## src/rtl/wb_rr_arbiter_if.sv

```systemverilog
// rtl/wb_rr_arbiter_if.sv - master-side and slave-side Wishbone bundle around wb_rr_arbiter
interface wb_rr_arbiter_if #(
    parameter int NUM_MASTERS = 4,
    parameter int ADDR_WIDTH  = 2,
    parameter int DATA_WIDTH  = 8
);
    logic [NUM_MASTERS-1:0]            m_cyc_i;
    logic [NUM_MASTERS-1:0]            m_stb_i;
    logic [NUM_MASTERS-1:0]            m_we_i;
    logic [NUM_MASTERS*ADDR_WIDTH-1:0] m_adr_i;
    logic [NUM_MASTERS*DATA_WIDTH-1:0] m_dat_i;
    logic [NUM_MASTERS-1:0]            m_ack_o;
    logic [NUM_MASTERS-1:0]            m_err_o;
    logic [DATA_WIDTH-1:0]             m_dat_o;
    logic                              s_cyc_o;
    logic                              s_stb_o;
    logic                              s_we_o;
    logic [ADDR_WIDTH-1:0]             s_adr_o;
    logic [DATA_WIDTH-1:0]             s_dat_o;
    logic                              s_ack_i;
    logic [DATA_WIDTH-1:0]             s_dat_i;
    logic [NUM_MASTERS-1:0]            gnt_o;
    logic                              busy_o;

    // Arbiter view: requests and slave responses in, shared bus and grant out.
    modport slave (
        input  m_cyc_i, m_stb_i, m_we_i, m_adr_i, m_dat_i, s_ack_i, s_dat_i,
        output m_ack_o, m_err_o, m_dat_o, s_cyc_o, s_stb_o, s_we_o, s_adr_o, s_dat_o,
        output gnt_o, busy_o
    );

    modport master (
        output m_cyc_i, m_stb_i, m_we_i, m_adr_i, m_dat_i, s_ack_i, s_dat_i,
        input  m_ack_o, m_err_o, m_dat_o, s_cyc_o, s_stb_o, s_we_o, s_adr_o, s_dat_o,
        input  gnt_o, busy_o
    );
endinterface

```

## src/rtl/wb_rr_arbiter.sv

```systemverilog
// rtl/wb_rr_arbiter.sv - N-to-1 Wishbone round-robin arbiter granting whole cyc tenures
// Optional stalled-strobe timeout with ABORT state when WB_ARB_TIMEOUT_EN is defined.
module wb_rr_arbiter #(
    parameter int NUM_MASTERS    = 4,
    parameter int ADDR_WIDTH     = 2,
    parameter int DATA_WIDTH     = 8,
    parameter int TIMEOUT_CYCLES = 64
) (
    input  logic           clk_i,
    input  logic           rst_i,
    wb_rr_arbiter_if.slave bus
);
    localparam int IDX_W = $clog2(NUM_MASTERS);

    if (NUM_MASTERS < 2 || NUM_MASTERS > 8 || TIMEOUT_CYCLES < 1) begin : g_param_check
        $error("wb_rr_arbiter: parameter out of range");
    end

    typedef enum logic [1:0] {
        IDLE  = 2'd0,
        OWN   = 2'd1
`ifdef WB_ARB_TIMEOUT_EN
        ,
        ABORT = 2'd2
`endif
    } state_t;

    state_t                 state_q, state_d;
    logic [IDX_W-1:0]       owner_q, owner_d;
    logic [IDX_W-1:0]       ptr_q, ptr_d;
    logic [IDX_W-1:0]       owner_inc;
    logic [IDX_W-1:0]       pick_idx;
    logic                   pick_vld;
    logic [NUM_MASTERS-1:0] gnt_q, gnt_d;
    logic                   own;
    logic                   bus_live;
`ifdef WB_ARB_TIMEOUT_EN
    localparam int CNT_W = $clog2(TIMEOUT_CYCLES + 1);
    logic [CNT_W-1:0]       stall_cnt_q;
    logic                   timeout;
`endif

    function automatic logic [IDX_W-1:0] cand_idx(input logic [IDX_W-1:0] base, input int off);
        int s;
        s = int'(base) + off;
        if (s >= NUM_MASTERS) s = s - NUM_MASTERS;
        return IDX_W'(s);
    endfunction

    // Walk downward so the candidate closest to ptr (offset 0) wins.
    always_comb begin
        pick_vld = 1'b0;
        pick_idx = '0;
        for (int i = NUM_MASTERS - 1; i >= 0; i--) begin
            if (bus.m_cyc_i[cand_idx(ptr_q, i)]) begin
                pick_vld = 1'b1;
                pick_idx = cand_idx(ptr_q, i);
            end
        end
    end

    assign owner_inc = (owner_q == IDX_W'(NUM_MASTERS - 1)) ? '0 : owner_q + 1'b1;

    always_comb begin
        state_d = state_q;
        owner_d = owner_q;
        ptr_d   = ptr_q;
        gnt_d   = gnt_q;
        unique case (state_q)
            IDLE: begin
                if (pick_vld) begin
                    state_d         = OWN;
                    owner_d         = pick_idx;
                    gnt_d           = '0;
                    gnt_d[pick_idx] = 1'b1;
                end
            end
            OWN: begin
                if (!bus.m_cyc_i[owner_q]) begin
                    state_d = IDLE;
                    gnt_d   = '0;
                    ptr_d   = owner_inc;
                end
`ifdef WB_ARB_TIMEOUT_EN
                else if (timeout) begin
                    state_d = ABORT;
                end
`endif
            end
`ifdef WB_ARB_TIMEOUT_EN
            ABORT: begin
                if (!bus.m_cyc_i[owner_q]) begin
                    state_d = IDLE;
                    gnt_d   = '0;
                    ptr_d   = owner_inc;
                end
            end
`endif
            default: begin
                state_d = IDLE;
                gnt_d   = '0;
            end
        endcase
    end

    always_ff @(posedge clk_i or negedge rst_i) begin
        if (!rst_i) begin
            state_q <= IDLE;
            owner_q <= '0;
            ptr_q   <= '0;
            gnt_q   <= '0;
        end else begin
            state_q <= state_d;
            owner_q <= owner_d;
            ptr_q   <= ptr_d;
            gnt_q   <= gnt_d;
        end
    end

    assign own = (state_q == OWN);

`ifdef WB_ARB_TIMEOUT_EN
    // Counts stalled strobe cycles; at the limit the bus is dropped for one cycle before ABORT.
    assign timeout = own && (stall_cnt_q == CNT_W'(TIMEOUT_CYCLES));

    always_ff @(posedge clk_i or negedge rst_i) begin
        if (!rst_i) begin
            stall_cnt_q <= '0;
        end else if (state_d != OWN || bus.s_ack_i) begin
            stall_cnt_q <= '0;
        end else if (bus.s_stb_o) begin
            stall_cnt_q <= stall_cnt_q + 1'b1;
        end
    end

    assign bus_live    = own & ~timeout;
    assign bus.m_err_o = timeout ? gnt_q : '0;
`else
    assign bus_live    = own;
    assign bus.m_err_o = '0;
`endif

    assign bus.s_cyc_o = bus_live;
    assign bus.s_stb_o = bus_live & bus.m_stb_i[owner_q];
    assign bus.s_we_o  = bus_live & bus.m_we_i[owner_q];
    assign bus.s_adr_o = bus_live ? bus.m_adr_i[int'(owner_q)*ADDR_WIDTH +: ADDR_WIDTH] : '0;
    assign bus.s_dat_o = bus_live ? bus.m_dat_i[int'(owner_q)*DATA_WIDTH +: DATA_WIDTH] : '0;
    assign bus.m_ack_o = bus_live ? (gnt_q & {NUM_MASTERS{bus.s_ack_i}}) : '0;
    assign bus.m_dat_o = bus.s_dat_i;
    assign bus.gnt_o   = gnt_q;
    assign bus.busy_o  = (state_q != IDLE);
endmodule

```

## src/flat_wrapper.sv

```systemverilog
// flat-port wrapper written by rule: the top's interface ports become plain ports
module wb_rr_arbiter_flat 
#(
    parameter int NUM_MASTERS    = 4,
    parameter int ADDR_WIDTH     = 2,
    parameter int DATA_WIDTH     = 8,
    parameter int TIMEOUT_CYCLES = 64
)
  (clk_i, rst_i, bus_m_cyc_i, bus_m_stb_i, bus_m_we_i, bus_m_adr_i, bus_m_dat_i, bus_s_ack_i, bus_s_dat_i, bus_m_ack_o, bus_m_err_o, bus_m_dat_o, bus_s_cyc_o, bus_s_stb_o, bus_s_we_o, bus_s_adr_o, bus_s_dat_o, bus_gnt_o, bus_busy_o);
  wb_rr_arbiter_if #(.NUM_MASTERS(NUM_MASTERS), .ADDR_WIDTH(ADDR_WIDTH), .DATA_WIDTH(DATA_WIDTH)) bus_i ();
  input  logic clk_i;
  input  logic rst_i;
  input wire logic [$bits(bus_i.m_cyc_i)-1:0] bus_m_cyc_i;
  input wire logic [$bits(bus_i.m_stb_i)-1:0] bus_m_stb_i;
  input wire logic [$bits(bus_i.m_we_i)-1:0] bus_m_we_i;
  input wire logic [$bits(bus_i.m_adr_i)-1:0] bus_m_adr_i;
  input wire logic [$bits(bus_i.m_dat_i)-1:0] bus_m_dat_i;
  input wire logic [$bits(bus_i.s_ack_i)-1:0] bus_s_ack_i;
  input wire logic [$bits(bus_i.s_dat_i)-1:0] bus_s_dat_i;
  output wire logic [$bits(bus_i.m_ack_o)-1:0] bus_m_ack_o;
  output wire logic [$bits(bus_i.m_err_o)-1:0] bus_m_err_o;
  output wire logic [$bits(bus_i.m_dat_o)-1:0] bus_m_dat_o;
  output wire logic [$bits(bus_i.s_cyc_o)-1:0] bus_s_cyc_o;
  output wire logic [$bits(bus_i.s_stb_o)-1:0] bus_s_stb_o;
  output wire logic [$bits(bus_i.s_we_o)-1:0] bus_s_we_o;
  output wire logic [$bits(bus_i.s_adr_o)-1:0] bus_s_adr_o;
  output wire logic [$bits(bus_i.s_dat_o)-1:0] bus_s_dat_o;
  output wire logic [$bits(bus_i.gnt_o)-1:0] bus_gnt_o;
  output wire logic [$bits(bus_i.busy_o)-1:0] bus_busy_o;
  assign bus_i.m_cyc_i = bus_m_cyc_i;
  assign bus_i.m_stb_i = bus_m_stb_i;
  assign bus_i.m_we_i = bus_m_we_i;
  assign bus_i.m_adr_i = bus_m_adr_i;
  assign bus_i.m_dat_i = bus_m_dat_i;
  assign bus_i.s_ack_i = bus_s_ack_i;
  assign bus_i.s_dat_i = bus_s_dat_i;
  assign bus_m_ack_o = bus_i.m_ack_o;
  assign bus_m_err_o = bus_i.m_err_o;
  assign bus_m_dat_o = bus_i.m_dat_o;
  assign bus_s_cyc_o = bus_i.s_cyc_o;
  assign bus_s_stb_o = bus_i.s_stb_o;
  assign bus_s_we_o = bus_i.s_we_o;
  assign bus_s_adr_o = bus_i.s_adr_o;
  assign bus_s_dat_o = bus_i.s_dat_o;
  assign bus_gnt_o = bus_i.gnt_o;
  assign bus_busy_o = bus_i.busy_o;
  wb_rr_arbiter #(.NUM_MASTERS(NUM_MASTERS), .ADDR_WIDTH(ADDR_WIDTH), .DATA_WIDTH(DATA_WIDTH), .TIMEOUT_CYCLES(TIMEOUT_CYCLES)) u_core (.clk_i(clk_i), .rst_i(rst_i), .bus(bus_i));
endmodule
```

## config.mk

```make
export PLATFORM = sky130hd
export DESIGN_NAME = wb_rr_arbiter_flat
export DESIGN_NICKNAME = d
export VERILOG_FILES = /design/src/rtl/wb_rr_arbiter_if.sv /design/src/rtl/wb_rr_arbiter.sv /design/src/flat_wrapper.sv
export SDC_FILE = /design/constraint.sdc
export NUM_CORES = 1
export LEC_CHECK = 0
export ABC_AREA = 1
export BUFFER_PORTS_ARGS = -buffer_cell sky130_fd_sc_hd__buf_2
export CORE_MARGIN = 3
export CORE_UTILIZATION = 42
export DETAILED_ROUTE_END_ITERATION = 6
export GPL_ROUTABILITY_DRIVEN = 0
export HOLD_SLACK_MARGIN = 0.06
export PLACE_DENSITY_LB_ADDON = 0.25
export SETUP_SLACK_MARGIN = 0.02
export SLEW_MARGIN = 20
export SYNTH_ARGS = -nofsm -noshare
export SYNTH_HDL_FRONTEND = slang
export SYNTH_SLANG_ARGS = --single-unit
export TNS_END_PERCENT = 5
```

## constraint.sdc

```tcl
create_clock -name clk_i -period 3.45 [get_ports clk_i]
set_input_delay 0.1725 -clock clk_i [delete_from_list [all_inputs] [get_ports clk_i]]
set_output_delay 0.1725 -clock clk_i [all_outputs]
set_load 0.005 [all_outputs]
```

=== After elaboration in Yosys (flattened, before gate mapping) ===
Index checks and enable logic that the tools add are counted.

* Output and inout port bits: 34
* Flip-flop bits (word level): 10
* Input port bits: 63

* Shift-type cells: 2
* Equality and inequality tests: 4
* Add/subtract/negate cells: 8
* Multiplexer cells: 38
* $lt $le $gt $ge: 11
* Bitwise logic cells: 4
* Reductions and logical operators: 6

{| class="wikitable"
|+ Operators with widths
! kind !! count
|-
| $shiftx A32 B6 Y8 || 1
|-
| $mux W2 || 12
|-
| $lt A2 B3 Y1 const B || 6
|-
| $bmux W1 S2 || 7
|-
| $mux W1 || 12
|-
| $mux W4 || 3
|-
| $ge A3 B3 Y1 const B || 3
|-
| $mux W8 || 1
|-
| $pmux W4 S2 || 1
|-
| $shiftx A8 B4 Y2 || 1
|-
| $sub A2 B1 Y2 const B || 4
|-
| $add A2 B2 Y3 const B || 2
|-
| $reduce_and A2 Y1 || 3
|-
| $and A4 B4 Y4 || 1
|-
| $pmux W2 S2 || 1
|-
| $add A2 B1 Y3 const B || 1
|-
| $ge A2 B3 Y1 const B || 1
|-
| $add A2 B1 Y2 const B || 1
|-
| $and A1 B1 Y1 || 2
|-
| $demux W1 S2 || 1
|-
| $eq A2 B1 Y1 const B || 1
|-
| $eq A2 B2 Y1 const B || 1
|-
| $ge A2 B1 Y1 const B || 1
|-
| $logic_not A2 Y1 || 1
|-
| other kinds (5) || 5
|}

=== Longest topological paths before layout ===
Gate-level depths: netlist of the first run.

* Word-level depth: 15
* Depth in mapped cells: 12
* Depth with buffers taken out: 12

=== Worst setup path before layout of the first run ===
OpenSTA, ideal clock, no wires.

* Path type: register to register
* Start: register u_core.ptr_q[0]
* End: register u_core.owner_q[0]
* Path buffers: 1
* Cell stages (with the launch flop): 12
* Arrival: 1191 ps
* Slack: 2133 ps
* Period minus slack after synthesis: 1317 ps
* Required time: 3324 ps
* Cell sequence: dfrtp_1 -> buf_6 -> nand2_1 -> nand2_1 -> nand2_2 -> nand2_2 -> nor2_4 -> nor2_1 -> nand2_1 -> nand2_1 -> nand2_1 -> o21ai_2

* Longest elaborated chain between the ends: 10
* Elaborated cells between the ends (all ways): 32
* Those cells by class: add/sub: 7; order compare: 4; mux: 20; reduce/logical: 1

{| class="wikitable"
|+ Ends and longest elaborated chain
! element !! RTL line !! RTL
|-
| start: declaration || wb_rr_arbiter.sv:30 || <nowiki>logic [IDX_W-1:0] ptr_q, ptr_d;</nowiki>
|-
| start signal: assignment || wb_rr_arbiter.sv:115 || <nowiki>ptr_q <= ptr_d;</nowiki>
|-
| $add A2 B2 Y3 || wb_rr_arbiter.sv:45 || <nowiki>s = int'(base) + off;</nowiki>
|-
| $ge A3 B3 Y1 / $sub A2 B1 Y2 (equally long branches) || wb_rr_arbiter.sv:46 || <nowiki>if (s >= NUM_MASTERS) s = s - NUM_MASTERS;</nowiki>
|-
| $mux W2 || wb_rr_arbiter.sv:46 ||
|-
| $bmux W1 S2 || wb_rr_arbiter.sv:55 || <nowiki>if (bus.m_cyc_i[cand_idx(ptr_q, i)]) begin</nowiki>
|-
| $mux W1 (not written as such) || wb_rr_arbiter.sv:55 ||
|-
| $mux W1 (4 in series) || wb_rr_arbiter.sv:55 ||
|-
| $reduce_and A2 Y1 (no line) || n/a ||
|-
| end signal: assignment || wb_rr_arbiter.sv:114 || <nowiki>owner_q <= owner_d;</nowiki>
|-
| end: declaration || wb_rr_arbiter.sv:29 || <nowiki>logic [IDX_W-1:0] owner_q, owner_d;</nowiki>
|}

Several ways; a longest one is shown, not always the timed one. The select of a mux whose other input is x is not followed.
A chain may end at the register's enable or synchronous reset.

=== Worst setup path in the final report of the first run ===
* Start: register u_core.owner_q[0]
* End: output port bus_s_dat_o[2]

* Longest elaborated chain between the ends: 2

{| class="wikitable"
|+ Ends and longest elaborated chain
! element !! RTL line !! RTL
|-
| $shiftx A32 B6 Y8 || wb_rr_arbiter.sv:147 || <nowiki>assign bus.s_dat_o = bus_live ? bus.m_dat_i[int'(owner_q)*DATA_WIDTH +: DATA_WIDTH] : '0;</nowiki>
|-
| $mux W8 || wb_rr_arbiter.sv:147 ||
|-
| end: declaration || flat_wrapper.sv:27 || <nowiki>output wire logic [$bits(bus_i.s_dat_o)-1:0] bus_s_dat_o;</nowiki>
|}

Every way passes these cells.

==> flow_metrics.tcl, run 1 <==
set metrics [dict create \
    rsz0062_at_grt "no" \
    drive_above_1_share_pct 33.2 \
    critical_path_buf_inv_count 2 \
    intPower_mw 0.555 \
    worst-path-stages 4 \
    vias 1462 \
    final_cells 307 \
    syn-instance-count 215 \
    power_frac_comb_pct 72.1 \
    die_w_um 59.3 \
    critPathKind "reg2out" \
    core_um2 2590 \
    switchingPower_mw 0.671 \
    endpoint_kind "output port" \
    dp_cells 302 \
    grt_max_degree 32 \
    cp_data_required_time_ns 3.28 \
    rr_worst_depth 8 \
    worst-path-max-fanout 31 \
    rr_endpoint "u_core.bus.gnt_o[3]$_DFFE_PN0P_" \
    dieHeight_um 59.3 \
    max_freq_ghz 0.458 \
    arrival_ns 2.01 \
    wl_per_cell_um 10.7 \
    met2_usage_pct 31.4 \
    pre_cts_ws_ns 1.45 \
    finalMaxSlewViolations 0 \
    syn_area_um2 1190 \
    crit_chain "inv_2 > o21ai_0 > a21oi_1 > buf_2" \
    yosys_register_bits 9 \
    rows 18 \
    seqCellArea_um2 225 \
    cts-buffers-inserted 3 \
    grt_pass1_wl_mm 5.24 \
    portBuffers 76 \
    dpl.hpwl_mm 2.67 \
    worst-r2r-setup-slack_ns 1.46 \
    finalSetupViolations 0 \
    busiest_layer "met2" \
    htreeDepth 1 \
    critical_path.top_delay_family "flip-flops" \
    worst_slack_ns 1.27 \
    vias_per_cell 4.76 \
    drc 0 \
    ctsResizeCount 0 \
    max_cap_viol_count 0 \
    area_growth_pct 26.9 \
    period_minus_slack_ns 2.18 \
    post_cts_buffers 0 \
    drtAntennaViolNets 0 \
    met3_usage_pct 3.70 \
    multiInputGateArea_um2 768 \
    utilization_pct 58.4 \
    slew_headroom_pct 41.9 \
    holdBufCountCts 1 \
    cts_max_path_buffers 2 \
    crit_end "bus_s_dat_o[2]" \
    nNetsFinal 342 \
    grt_pass1_vias 1246 \
    leakagePower_nw 0.887 \
    diodes 0 \
    slowest_delay_ns 0.91 \
    power.share.clock_pct 6.4 \
    hold_viol 0 \
    ys_seq_area_share_pct 18.9 \
    yosys_warnings 0 \
    pin_count 97 \
    grt_usage_pct 18.5 \
    clock_skew_ns 0.00687 \
    start_kind "flop" \
    die_area_um2 3510 \
    yosysUniqueCellTypes 21 \
    fin_tns_setup_ns 0 \
    grt_antenna_before_repair 0 \
    drt_iter0_drc 57 \
    fill_cells 253 \
    outcome "finished, final reports clean" \
    initial_core_util_pct 46.0 \
    clk_latency_ns 0.26 \
    min_path_type "in2async" \
    tightest_slew_ns 0.872 \
    use_met1_pct 24.3 \
    root_buffer "clkbuf_4" \
    overflow 0 \
    ir_drop_mv 0.686 \
    setup.worst_path.start "u_core.owner_q[0]$_DFFE_PN0P_" \
    firstDrtPassIters 4 \
    cts_tree "yes" \
    hold_slack_ns 0.291 \
    syn-mean-instance-area_um2 5.54 \
    worstReg2RegStart "u_core.owner_q[1]$_DFFE_PN0P_" \
    clkTransAtPathRegs_ns 0.06 \
    p_per_area_nw_per_um2 811 \
    swShare_pct 54.7 \
    clock-sinks 9 \
    cp_slowest_cell "dfrtp_1" \
    seqPwrFrac_pct 21.5 \
    routed_wl_mm 3.28 \
    fin_crit_sh_pct 63.2 \
]
## kinds of logic (layout without fill, tap and decap cells)
logic type | after synthesis | in the layout | synth area share, %
AOI/OAI and AO/OA | 51 | 51 | 23.4
adders and majority gates | 1 | 1 | 1.05
buffers and inverters | 39 | 98 | 17.5
DFF | 9 | 9 | 18.9
other | 1 | 4 | 0.315
and+or+nand+nor | 114 | 114 | 38.8
## Yosys cell counts (all sizes together)
cell | instances | area [um^2]
buf | 17 | 126
nor2 | 56 | 218
conb | 1 | 3.75
clkbuf | 5 | 18.8
nand4 | 2 | 12.5
ha | 1 | 12.5
nand2 | 53 | 216
o21ai | 30 | 158
a21oi | 19 | 95.1
nand3 | 3 | 15.0
o31ai | 1 | 7.51
clkinv | 1 | 3.75
a21boi | 1 | 18.8
dfrtp | 9 | 225
inv | 16 | 60.1
## final cells by class
| cell class | instances | area share (%) |
|---|---|---|
| Clock buffer | 4 | 1.74 |
| Timing Repair Buffer | 77 | 25.8 |
| Inverter | 17 | 4.22 |
| Multi-Input combinational cell | 170 | 50.8 |
| Tap cell | 30 | 2.48 |
| Sequential cell | 9 | 14.9 |
## how the worst min path moves through the flow
stage	from	to	slack [ns]
after floorplan	rst_i	u_core.bus.gnt_o[0]$_DFFE_PN0P_	-0.12
after global placement	rst_i	u_core.bus.gnt_o[2]$_DFFE_PN0P_	0.03
after detailed placement	rst_i	u_core.bus.gnt_o[2]$_DFFE_PN0P_	0.03
after CTS	rst_i	u_core.bus.gnt_o[2]$_DFFE_PN0P_	0.29
after global routing	rst_i	u_core.ptr_q[0]$_DFFE_PN0P_	0.31
final	rst_i	u_core.bus.gnt_o[2]$_DFFE_PN0P_	0.29
## power by group through the flow
stage          logic (mW)  registers [mW]  clock network (mW)
2_1_floorplan       0.737           0.196                   0
3_3_place_gp        0.877           0.263                   0
5_1_grt              1.01           0.279              0.0842
6_report            0.884           0.264              0.0783
3_5_place_dp        0.885           0.265                   0
4_1_cts             0.890           0.263              0.0810
## placed cells by master (no fill, tap or decap), drive strengths merged
cell	netlist	layout
a21boi	1	1
a21oi	19	19
buf	17	76
clkbuf	5	4
clkinv	1	1
conb	1	4
dfrtp	9	9
dlygate4sd3	0	1
ha	1	1
inv	16	16
nand2	53	53
nand3	3	3
nand4	2	2
nor2	56	56
o21ai	30	30
o31ai	1	1
## registers in the layout (all words and copies together), names as in the netlist
signal and cells:
u_core.owner_q 2, u_core.ptr_q 2, u_core.bus.gnt_o 4, u_core.state_q 1
## routing by layer
metal  wire [um]  vias up
met2        1570       51
met5           0        -
li1            -      792
met4          19        0
met3         265        2
met1        1430      617
## through the flow
stage	area [um^2]	power (mW)
global route	1510	1.37
global placement	1480	1.14
detailed placement	1480	1.15
floorplan	1200	0.933
CTS	1510	1.23
finish	1510	1.23
No activity file was read; power rests on OpenSTA's default activity.
==> inputs of run 2 (changes only) <==
CORE_UTILIZATION = 35   (was 42)
clock period = 1.8 ns   (was 3.45 ns; I/O delays follow)
==> run 2 against run 1 <==
Compared with the run above:
- final cell count rose by 6.2%
- first-iteration DRC count rose by 68%
- clock skew fell by 0.0047 ns
- largest cell class unchanged
==> flow_metrics.tcl, run 2 (synthesis results as in run 1) <==
set metrics [dict create \
    grt_max_degree 26 \
    grt_pass1_vias 1348 \
    diodes 0 \
    final_common_cell "buf_2" \
    firstDrtPassIters 4 \
    leakagePower_nw 0.911 \
    clkTransAtPathRegs_ns 0.06 \
    rows 20 \
    rr_endpoint "u_core.bus.gnt_o[3]$_DFFE_PN0P_" \
    outcome "finished, final reports clean" \
    setup.worst_path.start "u_core.owner_q[0]$_DFFE_PN0P_" \
    final_cell_mix "buf_2, nor2_1, nand2_1, o21ai_0, a21oi_1" \
    cts_tree "yes" \
    cp_data_required_time_ns 1.71 \
    clock-sinks 9 \
    core_um2 3150 \
    worstReg2RegStart "u_core.ptr_q[0]$_DFFE_PN0P_" \
    initial_core_util_pct 37.8 \
    endpoint_kind "output port" \
    vias_per_cell 4.49 \
    root_buffer "clkbuf_4" \
    drtAntennaViolNets 0 \
    utilization_pct 49.8 \
    multiInputGateArea_um2 768 \
    start_kind "flop" \
    whs_path_depth 0 \
    nNetsFinal 347 \
    die_area_um2 4140 \
    ir_drop_mv 0.690 \
    die_w_um 64.3 \
    cts-buffers-inserted 3 \
    arrival_ns 1.57 \
    area_growth_pct 31.8 \
    grt_antenna_before_repair 0 \
    worst-path-max-fanout 25 \
    clock_skew_ns 0.00220 \
    dp_cells 321 \
    cts_max_path_buffers 2 \
    overflow 0 \
    fill_cells 357 \
    worst-r2r-setup-slack_ns 0.27 \
    max_freq_ghz 0.601 \
    fin_crit_sh_pct 92.4 \
    finalMaxSlewViolations 0 \
    drive_above_1_share_pct 34.8 \
    grt_pass1_wl_mm 5.80 \
    vias 1463 \
    max_cap_viol_count 0 \
    routed_wl_mm 3.52 \
    critPathKind "reg2out" \
    grt_usage_pct 16.9 \
    dpl.hpwl_mm 2.88 \
    p_per_area_nw_per_um2 1570 \
    drc 0 \
    largest_reg_flops 4 \
    min_path_type "in2out" \
    dieHeight_um 64.3 \
    whs_endpoint "bus_m_dat_o[3]" \
    rr_worst_depth 11 \
    pin_count 97 \
    seqCellArea_um2 226 \
    holdCritStartpoint "bus_s_dat_i[3]" \
    wl_per_cell_um 10.8 \
    period_minus_slack_ns 1.66 \
    drt_iter0_drc 96 \
    rsz0062_at_grt "yes" \
    fin_tns_setup_ns 0 \
    hold_viol 0 \
    final_cells 326 \
    finalSetupViolations 0 \
    clk_latency_ns 0.26 \
    post_cts_buffers 0 \
    p_total_mw 2.46 \
    portBuffers 76 \
    htreeDepth 1 \
]
[run 2: how the worst max path moves through the flow]
stage | to | slack [ns] | depth (start not counted)
5_1_grt | bus_s_dat_o[0] | 0.001 | 5
4_1_cts | bus_s_adr_o[1] | 0.12 | 5
6_report | bus_s_dat_o[0] | 0.14 | 5
2_1_floorplan | u_core.owner_q[0]$_DFFE_PN0P_ | 0.48 | 11
3_3_place_gp | u_core.bus.gnt_o[1]$_DFFE_PN0P_ | 0.23 | 12
3_5_place_dp | u_core.bus.gnt_o[3]$_DFFE_PN0P_ | 0.15 | 11
[run 2: metrics by stage]
stage | area [um^2] | hold slack [ns] | worst slack (ns)
floorplan | 1200 | -0.206 | 0.483
global placement | 1530 | -0.0506 | 0.234
detailed placement | 1530 | -0.0492 | 0.150
CTS | 1570 | 0.180 | 0.115
global route | 1570 | 0.180 | 0.00143
finish | 1570 | 0.180 | 0.136
[run 2: area by class of cell]
cell class              instances  share of cell area (%)
multi-input cells             170                    48.9
repair buffers                 82                    27.3
flip-flops and latches          9                    14.4
inverters                      17                    4.22
well taps                      44                    3.51
clock buffers                   4                    1.67
[run 2: what timing repair did]
action | in CTS | in global routing
hold endpoints to repair | 9 | 0
setup endpoints to repair | 1 | 7
pin swaps | 0 | 0
gates resized for setup | 1 | 1
hold buffers | 1 | 0
[run 2: power by group]
part / leakage [nW] / switching, mW / internal, mW
Sequential: 0.111 / 0.135 / 0.294
Combinational: 0.785 / 1.12 / 0.756
Clock: 0.0150 / 0.0687 / 0.0853
Total: 0.911 / 1.32 / 1.14
[run 2: worst max-delay path, cell delays in order, from the launching register on]
cell and delay, ns:
dfrtp_1 0.48, buf_4 0.22, inv_4 0.18, o21ai_0 0.12, a21oi_1 0.18, buf_2 0.14
[run 2: per-layer routing]
metal  share of wire, %  wire, um  global-route usage [%]
met5                  0         0                       0
met2                 52      1830                    32.5
met3                5.7       201                    2.64
met1                 42      1460                    19.3
met4               0.60        21                    3.69
==> inputs of run 3 (changes only) <==
CORE_UTILIZATION = 39   (was 35)
clock period = 1.6 ns   (was 1.8 ns; I/O delays follow)
==> run 3 against run 2 <==
Compared with the run above:
- clock power up 15%
- count of clock-buffer cells in the layout unchanged
- core utilization up 7.1 points
- worst hold slack worse by 0.020 ns
- first-iteration DRC count increased by 5.2%
- total power is 18% higher
- worst setup slack got worse by 0.037 ns
- critical path type is now reg2reg
- highest routed layer unchanged
==> flow_metrics.tcl, run 3 (synthesis results as in run 1) <==
set metrics [dict create \
    outcome "finished, final reports clean" \
    core_um2 2830 \
    utilization_pct 56.9 \
    grt_pass1_vias 1313 \
    pin_count 97 \
    setup.worst_path.start "u_core.owner_q[0]$_DFFE_PN0P_" \
    vias_per_cell 4.70 \
    root_buffer "clkbuf_4" \
    worst-path-max-fanout 6 \
    cts-buffers-inserted 3 \
    start_kind "flop" \
    critical_path_buf_inv_count 1 \
    slowest_delay_ns 0.46 \
    cts_max_path_buffers 2 \
    area_growth_pct 35.2 \
    cp_data_required_time_ns 1.75 \
    fin_crit_sh_pct 93.8 \
    htreeDepth 1 \
    largest_reg_flops 4 \
    fin_tns_setup_ns 0 \
    hold_viol 0 \
    dieHeight_um 61.3 \
    rsz0062_at_grt "yes" \
    crit_chain "buf_4 > a21oi_1 > o21ai_0 > nand2_1 > nand2_1 > a21boi_4 > nand2_1 > nand2_1" \
    portBuffers 76 \
    arrival_ns 1.65 \
    endpoint_kind "flop" \
    clkTransAtPathRegs_ns 0.06 \
    dpl.hpwl_mm 2.84 \
    ir_drop_mv 1.15 \
    drt_iter0_drc 101 \
    finalMaxSlewViolations 0 \
    period_minus_slack_ns 1.50 \
    cp_slowest_cell "dfrtp_2" \
    vias 1498 \
    nNetsFinal 353 \
    drc 0 \
    final_cell_mix "buf_2, nor2_1, nand2_1, o21ai_0, a21oi_1" \
    min_path_type "in2out" \
    max_cap_viol_count 0 \
    drtAntennaViolNets 0 \
    crit_path_frequent_cell "nand2_1" \
    grt_pass1_wl_mm 5.48 \
    die_area_um2 3750 \
    max_freq_ghz 0.667 \
    critical_path.top_delay_family "flip-flops" \
    grt_antenna_before_repair 0 \
    die_w_um 61.3 \
    firstDrtPassIters 4 \
    critPathKind "reg2reg" \
    grt_usage_pct 18.8 \
    wl_per_cell_um 10.8 \
    finalSetupViolations 0 \
    p_per_area_nw_per_um2 1800 \
    holdCritStartpoint "bus_s_dat_i[2]" \
    drive_above_1_share_pct 37.8 \
    overflow 0 \
    cts_tree "yes" \
    clk_latency_ns 0.26 \
    rows 19 \
    diodes 0 \
    clock_skew_ns 0.00153 \
    leakagePower_nw 0.939 \
    grt_max_degree 26 \
    clock-sinks 9 \
    worstReg2RegStart "u_core.owner_q[0]$_DFFE_PN0P_" \
    final_common_cell "buf_2" \
    routed_wl_mm 3.43 \
    initial_core_util_pct 42.1 \
]
run 3: changes by cell type in the layout (fill, tap and decap cells not counted), sizes merged:
cell  change
buf       +6
run 3: cell type report:
class                           instances  area, um^2
Inverter                               17        66.3
Timing Repair Buffer                   88         477
Sequential cell                         9         229
Fill cell                             305        1220
Clock buffer                            4        26.3
Multi-Input combinational cell        170         773
Tap cell                               31        38.8
run 3: power by group:
part           switching [mW]  total [mW]  internal (mW)
sequential              0.137       0.473          0.336
combinational            1.30        2.25          0.949
clock                  0.0811       0.177         0.0962
total                    1.52        2.90           1.38
run 3: worst reg2reg max path: stages (launching register included):
cell and delay [ns]:
dfrtp_2 0.46, buf_4 0.17, a21oi_1 0.14, o21ai_0 0.09, nand2_1 0.11, nand2_1 0.13
a21boi_4 0.18, nand2_1 0.06, nand2_1 0.05
run 3: per-stage QoR:
stage / total power [mW] / instance area [um^2] / instances / hold WS, ns / worst slack, ns
after floorplan: 2.01 / 1200 / 218 / -0.216 / 0.283
after global placement: 2.60 / 1530 / 310 / -0.0584 / 0.0959
after detailed placement: 2.62 / 1530 / 310 / -0.0590 / 0.0733
after CTS: 2.81 / 1570 / 315 / 0.160 / 0.0278
after global routing: 3.25 / 1610 / 319 / 0.160 / 0.00541
final: 2.90 / 1610 / 319 / 0.160 / 0.0997
run 3: worst paths after layout:
| check | endpoint | slack [ns] | depth (start not counted) |
|---|---|---|---|
| max | u_core.bus.gnt_o[1]$_DFFE_PN0P_ | 0.1 | 8 |
| min | bus_m_dat_o[2] | 0.16 | 0 |
| min reg2reg | u_core.bus.gnt_o[1]$_DFFE_PN0P_ | 0.50 | 2 |
| min in group asynchronous | u_core.bus.gnt_o[2]$_DFFE_PN0P_ | 0.19 | 2 |
| max reg2reg | u_core.bus.gnt_o[1]$_DFFE_PN0P_ | 0.1 | 8 |
| max in group asynchronous | u_core.ptr_q[0]$_DFFE_PN0P_ | 1.21 | 2 |
run 3: layer usage:
metal | vias to the layer above | track usage (%) | wire [um]
met5 | - | 0 | 0
met2 | 55 | 32.0 | 1660
met4 | 0 | 3.41 | 19
li1 | 812 | - | -
met3 | 4 | 2.52 | 246
met1 | 627 | 25.6 | 1510
run 3: repair_timing:
action,4_1_cts,5_1_grt
resized for setup,1,8
hold buffers,1,0
pin swaps,0,2
endpoints found under the hold margin,9,0
buffers inserted,0,4
endpoints found under the setup margin,12,19
